## src/rtl/neuron_backward_pkg.sv

```systemverilog
// Shared constants and types for the neuron backward (ReLU gating) stage.
// Holds mode encoding and default lane geometry.
package neuron_backward_pkg;

  typedef enum logic {
    MODE_INFER = 1'b0,
    MODE_TRAIN = 1'b1
  } mode_e;

  localparam int NB_NC    = 4;
  localparam int NB_WF    = 4;
  localparam int NB_WD    = 8;
  localparam int NB_DEPTH = 4;

  typedef struct packed {
    logic push;
    logic pop;
    logic clear;
  } fifoCtl_t;

endpackage

```

## src/rtl/neuron_backward_state_fifo.sv

```systemverilog
// Synchronous state FIFO with async active-low reset and sync clear.
// Ports: clk, rst_n, ctl{push,pop,clear}, wrData, rdData, full, empty.
module neuron_backward_state_fifo
  import neuron_backward_pkg::*;
#(
  parameter int WIDTH = 16,
  parameter int DEPTH = 4
) (
  input  logic             clk,
  input  logic             rst_n,
  input  fifoCtl_t         ctl,
  input  logic [WIDTH-1:0] wrData,
  output logic [WIDTH-1:0] rdData,
  output logic             full,
  output logic             empty
);

  localparam int AW = $clog2(DEPTH);

  logic [WIDTH-1:0] mem [DEPTH];
  logic [AW-1:0]    wrPtr;
  logic [AW-1:0]    rdPtr;
  logic [AW:0]      count;
  logic             doPush;
  logic             doPop;

  assign full   = (count == (AW+1)'(DEPTH));
  assign empty  = (count == '0);
  assign doPush = ctl.push && !full;
  assign doPop  = ctl.pop && !empty;
  assign rdData = mem[rdPtr];

  always_ff @(posedge clk or negedge rst_n) begin
    if (!rst_n) begin
      wrPtr <= '0;
      rdPtr <= '0;
      count <= '0;
    end else if (ctl.clear) begin
      wrPtr <= '0;
      rdPtr <= '0;
      count <= '0;
    end else begin
      if (doPush) wrPtr <= wrPtr + 1'b1;
      if (doPop)  rdPtr <= rdPtr + 1'b1;
      if (doPush && !doPop)
        count <= count + 1'b1;
      else if (doPop && !doPush)
        count <= count - 1'b1;
    end
  end

  // Storage needs no reset: entries are only read when counted.
  always_ff @(posedge clk) begin
    if (doPush && !ctl.clear)
      mem[wrPtr] <= wrData;
  end

endmodule

```

## src/rtl/neuron_backward.sv

```systemverilog
// Backward ReLU stage: stores forward states, gates deltas by ReLU'.
// Ports: State in (AM), Delta in (AM), gated Delta out (BM), iMode.
module neuron_backward
  import neuron_backward_pkg::*;
#(
  parameter int NC    = NB_NC,
  parameter int WF    = NB_WF,
  parameter int WD    = NB_WD,
  parameter int DEPTH = NB_DEPTH
) (
  input  logic           iCLK,
  input  logic           iRST,
  input  logic           iMode,
  input  logic           iValid_AM_State,
  output logic           oReady_AM_State,
  input  logic [NC*WF-1:0] iData_AM_State,
  input  logic           iValid_AM_Delta,
  output logic           oReady_AM_Delta,
  input  logic [NC*WD-1:0] iData_AM_Delta,
  output logic           oValid_BM_Delta,
  input  logic           iReady_BM_Delta,
  output logic [NC*WD-1:0] oData_BM_Delta
);

  logic             train;
  logic             full;
  logic             empty;
  logic             popXfer;
  logic [NC*WF-1:0] head;
  logic [NC*WD-1:0] gated;
  fifoCtl_t         ctl;

  assign train = (iMode == MODE_TRAIN);

  // Ready tracks full only, so a same-cycle pop never frees a slot.
  assign oReady_AM_State = train ? !full : 1'b1;

  assign oReady_AM_Delta = train && !empty &&
    (!oValid_BM_Delta || iReady_BM_Delta);

  assign popXfer = iValid_AM_Delta && oReady_AM_Delta;

  always_comb begin
    ctl       = '0;
    ctl.push  = train && iValid_AM_State && oReady_AM_State;
    ctl.pop   = popXfer;
    ctl.clear = !train;
  end

  neuron_backward_state_fifo #(
    .WIDTH(NC*WF),
    .DEPTH(DEPTH)
  ) uFifo (
    .clk   (iCLK),
    .rst_n (iRST),
    .ctl   (ctl),
    .wrData(iData_AM_State),
    .rdData(head),
    .full  (full),
    .empty (empty)
  );

  // Pass delta only where the stored state is strictly positive.
  for (genvar c = 0; c < NC; c++) begin : gLane
    logic [WF-1:0] y;
    logic          pos;
    assign y   = head[c*WF +: WF];
    assign pos = !y[WF-1] && (|y);
    assign gated[c*WD +: WD] =
      pos ? iData_AM_Delta[c*WD +: WD] : '0;
  end

  always_ff @(posedge iCLK or negedge iRST) begin
    if (!iRST) begin
      oValid_BM_Delta <= 1'b0;
      oData_BM_Delta  <= '0;
    end else if (!train) begin
      oValid_BM_Delta <= 1'b0;
    end else if (popXfer) begin
      oValid_BM_Delta <= 1'b1;
      oData_BM_Delta  <= gated;
    end else if (iReady_BM_Delta) begin
      oValid_BM_Delta <= 1'b0;
    end
  end

endmodule

```

## config.mk

```make
export PLATFORM = sky130hd
export DESIGN_NAME = neuron_backward
export DESIGN_NICKNAME = d
export VERILOG_FILES = /design/src/rtl/neuron_backward_pkg.sv /design/src/rtl/neuron_backward_state_fifo.sv /design/src/rtl/neuron_backward.sv
export SDC_FILE = /design/constraint.sdc
export NUM_CORES = 1
export LEC_CHECK = 0
export BUFFER_PORTS_ARGS = -buffer_cell sky130_fd_sc_hd__buf_2
export CORE_MARGIN = 4
export CORE_UTILIZATION = 50
export DETAILED_ROUTE_END_ITERATION = 6
export GPL_ROUTABILITY_DRIVEN = 0
export PLACE_DENSITY = 0.75
export SLEW_MARGIN = 10
export SYNTH_ARGS = -nofsm -noshare
export SYNTH_HDL_FRONTEND = slang
export SYNTH_SLANG_ARGS = --single-unit
```

## constraint.sdc

```tcl
create_clock -name iCLK -period 4 [get_ports iCLK]
set_clock_uncertainty 0.15 [all_clocks]
set_input_delay 0.2 -clock iCLK [delete_from_list [all_inputs] [get_ports iCLK]]
set_output_delay 0.2 -clock iCLK [all_outputs]
set_load 0.05 [all_outputs]
```

==> results.yml <==
final_layout:
  final_cell_mix: "88 x buf_2, 64 x edfxtp_1, 49 x dlygate4sd3_1, 40 x dfrtp_1, 32 x a22o_1"
  area_growth_pct: 30.6
  layout-drive-gt1-share: 0.314
  n_antenna_cell: 0
  final_common_cell: "buf_2"
  final_cells: 481
  final_nets: 433
  final_area_um2: 5180
placement:
  dpl.hpwl_um: 5130
  place_area_um2: 4500
  dp.cells: 416
  io_buffers: 88
  dp_slack_ns: 1.61
critical_path:
  path_cells: "nor2_1 -> a21oi_2 -> and3_1 -> fa_1 -> a31oi_1 -> and4b_1 -> a311o_1"
  end_kind: "flop"
  critPathRequiredTime_ns: 4.09
  r2r_cells: 7
  cp_slowest_cell: "dfrtp_1"
  reg2reg_to: "uFifo.count[2]$_DFFE_PN0P_"
  start_kind: "flop"
  arrival_ns: 2.49
  crit_type: "reg -> reg"
  worstReg2RegStart: "uFifo.count[1]$_DFFE_PN0P_"
  slowest_delay_ns: 0.42
  rrSetupSlack_ns: 1.61
  crit_fanout: 10
routing:
  vias: 2557
  wl_per_cell_um: 17.3
  vias_per_cell: 5.32
  route.antenna.remaining_nets: 0
  drt_iter0_markers: 82
  wirelength_um: 8320
  drt-pass1-iter-count: 4
  drc: 0
clock_network:
  clock_latency_ns: 0.36
  cts_root_buf: "clkbuf_8"
  h-tree-depth: 3
  cts_tree: "done"
  cts_buffers: 9
  cts_max_path_buffers: 2
  cts.sinks: 104
  cts.clk_slew.worst_paths_ns: 0.10
logic_synthesis:
  syn-num-nets: 291
  synth-seq-cells: 104
  ys_types: 36
  ys_warn_count: 0
  synth-seq-area-share: 0.736
  synth_top_area_share: 0.484
  synth_cells: 232
  synthTopCellsByArea: "edfxtp_1 48%, dfrtp_1 25%, a22o_1 7.1%"
  synth_area_um2: 3970
  avgSynthCellArea_um2: 17.1
  yosysTopAreaCell: "edfxtp_1"
timing:
  max_freq_ghz: 0.418
  finalSetupTns_ns: 0
  layout_min_cycle_time_ns: 2.39
  period_share: 0.598
  drv_slew: 0
  grt_setup_unrepaired: "no"
  worstMarginPinSlew_ns: 0.866
  worst_slack_ns: 1.61
  finalHoldViolations: 0
  setup_viol: 0
  whs_ns: 0.0365
  slew_headroom: 0.422
run_status:
  status: "finished clean"
die:
  fp-row-count: 32
  coreArea_um2: 7730
  die_y_um: 97.1
  die_area_um2: 9430
  dieWidth_um: 97.1
  floorplan.initialDensity: 0.514
  io_pins: 89
pwr:
  leakage_nw: 2.18
  ir_worst_vdd_mv: 0.186
  power.density_nw_per_um2: 577
flow_run:
  maxCapViolations: 0
hold_path:
  min_path_type: "in -> reg"
  min_path_cells: 3
  min_from: "iMode"
  min_to: "uFifo.count[0]$_DFFE_PN0P_"
grt:
  antenna_found_initial: 0
  grt_max_degree: 41
  grt.overflow.total: 0
  grt_usage: 0.186
  grt_pass1_vias: 2659
  grt_pass1_wl_um: 13800
## worst max-delay path by stage
stage	slack, ns	startpoint	cells after the start	to
after floorplan	1.29	oValid_BM_Delta$_DFFE_PN0P_	9	uFifo.count[2]$_DFFE_PN0P_
after global placement	1.70	uFifo.count[1]$_DFFE_PN0P_	7	uFifo.count[2]$_DFFE_PN0P_
after detailed placement	1.61	uFifo.count[1]$_DFFE_PN0P_	7	uFifo.count[2]$_DFFE_PN0P_
after CTS	1.59	uFifo.count[1]$_DFFE_PN0P_	7	uFifo.count[2]$_DFFE_PN0P_
after global routing	1.50	uFifo.count[1]$_DFFE_PN0P_	7	uFifo.count[2]$_DFFE_PN0P_
final	1.61	uFifo.count[1]$_DFFE_PN0P_	7	uFifo.count[2]$_DFFE_PN0P_
## critical path, delay by kind of cell (launching register included)
| family | cells | cell delay [ns] |
|---|---|---|
| compound gates | 3 | 0.67 |
| flops | 1 | 0.42 |
| simple gates | 3 | 0.67 |
| fa+ha+maj | 1 | 0.38 |
## metrics by stage
stage / total power [W] / util
5_1_grt: 0.00314 / 0.671
2_1_floorplan: 0.00212 / -
3_3_place_gp: 0.00233 / 0.582
4_1_cts: 0.00301 / 0.671
6_report: 0.00299 / 0.671
3_5_place_dp: 0.00236 / 0.582
## report_power, final
group / switching (W) / internal (W) / total [W] / leakage, nW
Clock: 0.000373 / 0.000245 / 0.000618 / 0.0995
Combinational: 0.000666 / 0.000308 / 0.000974 / 0.970
Sequential: 0.0000953 / 0.00131 / 0.00140 / 1.11
## repair_timing
action | CTS | global route
buffers inserted | 0 | 0
endpoints found under the hold margin | 136 | 0
hold buffers | 49 | 0
resized for setup | 0 | 0
## registers in the layout, indices dropped and copies added (netlist names)
| register | cells |
|---|---|
| uFifo.mem | 64 |
| oData_BM_Delta | 32 |
| uFifo.count | 3 |
| uFifo.rdPtr | 2 |
| uFifo.wrPtr | 2 |
| oValid_BM_Delta | 1 |
## cells in the mapped netlist
| library cell | count |
|---|---|
| ha_1 | 4 |
| xnor2_1 | 1 |
| nor3_1 | 4 |
| buf_2 | 3 |
| and2_2 | 1 |
| nand4_1 | 2 |
| buf_4 | 2 |
| clkbuf_1 | 1 |
| nand3_1 | 1 |
| edfxtp_1 | 64 |
| and3_1 | 6 |
| inv_1 | 10 |
| a311o_1 | 1 |
| or3_1 | 13 |
| or2b_2 | 1 |
| nor2_1 | 10 |
| xor2_1 | 2 |
| a21oi_2 | 1 |
| a31oi_1 | 1 |
| and4b_1 | 1 |
| mux2i_1 | 4 |
| dfrtp_1 | 40 |
| a311oi_4 | 4 |
| or2b_1 | 1 |
| o311ai_1 | 4 |
| nand3_4 | 1 |
| fa_1 | 1 |
| o21ai_1 | 1 |
| nor2b_1 | 4 |
| buf_6 | 1 |
| o211ai_1 | 1 |
| or3_4 | 1 |
| nand2_1 | 3 |
| a22o_1 | 32 |
| xor2_2 | 1 |
| a221oi_2 | 4 |
## layer usage
metal  part of all wire  global-route usage  vias to the layer above
met1               0.42               0.237                     1254
met3              0.075              0.0567                       12
met4              0.014              0.0659                        0
met2               0.49               0.305                      107
met5                  0                   0                        -
li1                   -                   -                     1184
## final cells by class
type                            instances  area (um2)
Sequential cell                       104        2920
Inverter                               10        37.5
Fill cell                             499        2540
Multi-Input combinational cell        111         963
Timing Repair Buffer                  138         938
Clock buffer                            9         124
Clock inverter                          7        71.3
Tap cell                              102         128
## logic make-up (layout without fill, tap and decap cells)
logic type               after synthesis  in the layout  share of synthesized area
XOR/XNOR                               4              4                     0.0107
multiplexers                           4              4                     0.0101
flip-flops                           104            104                      0.736
AO/OA/AOI/OAI                         49             49                      0.131
adder cells (fa/ha/maj)                5              5                     0.0177
buffers and inverters                 17            164                     0.0208
AND/OR/NAND/NOR                       49             49                     0.0738
(Power assumes the default switching activity.)
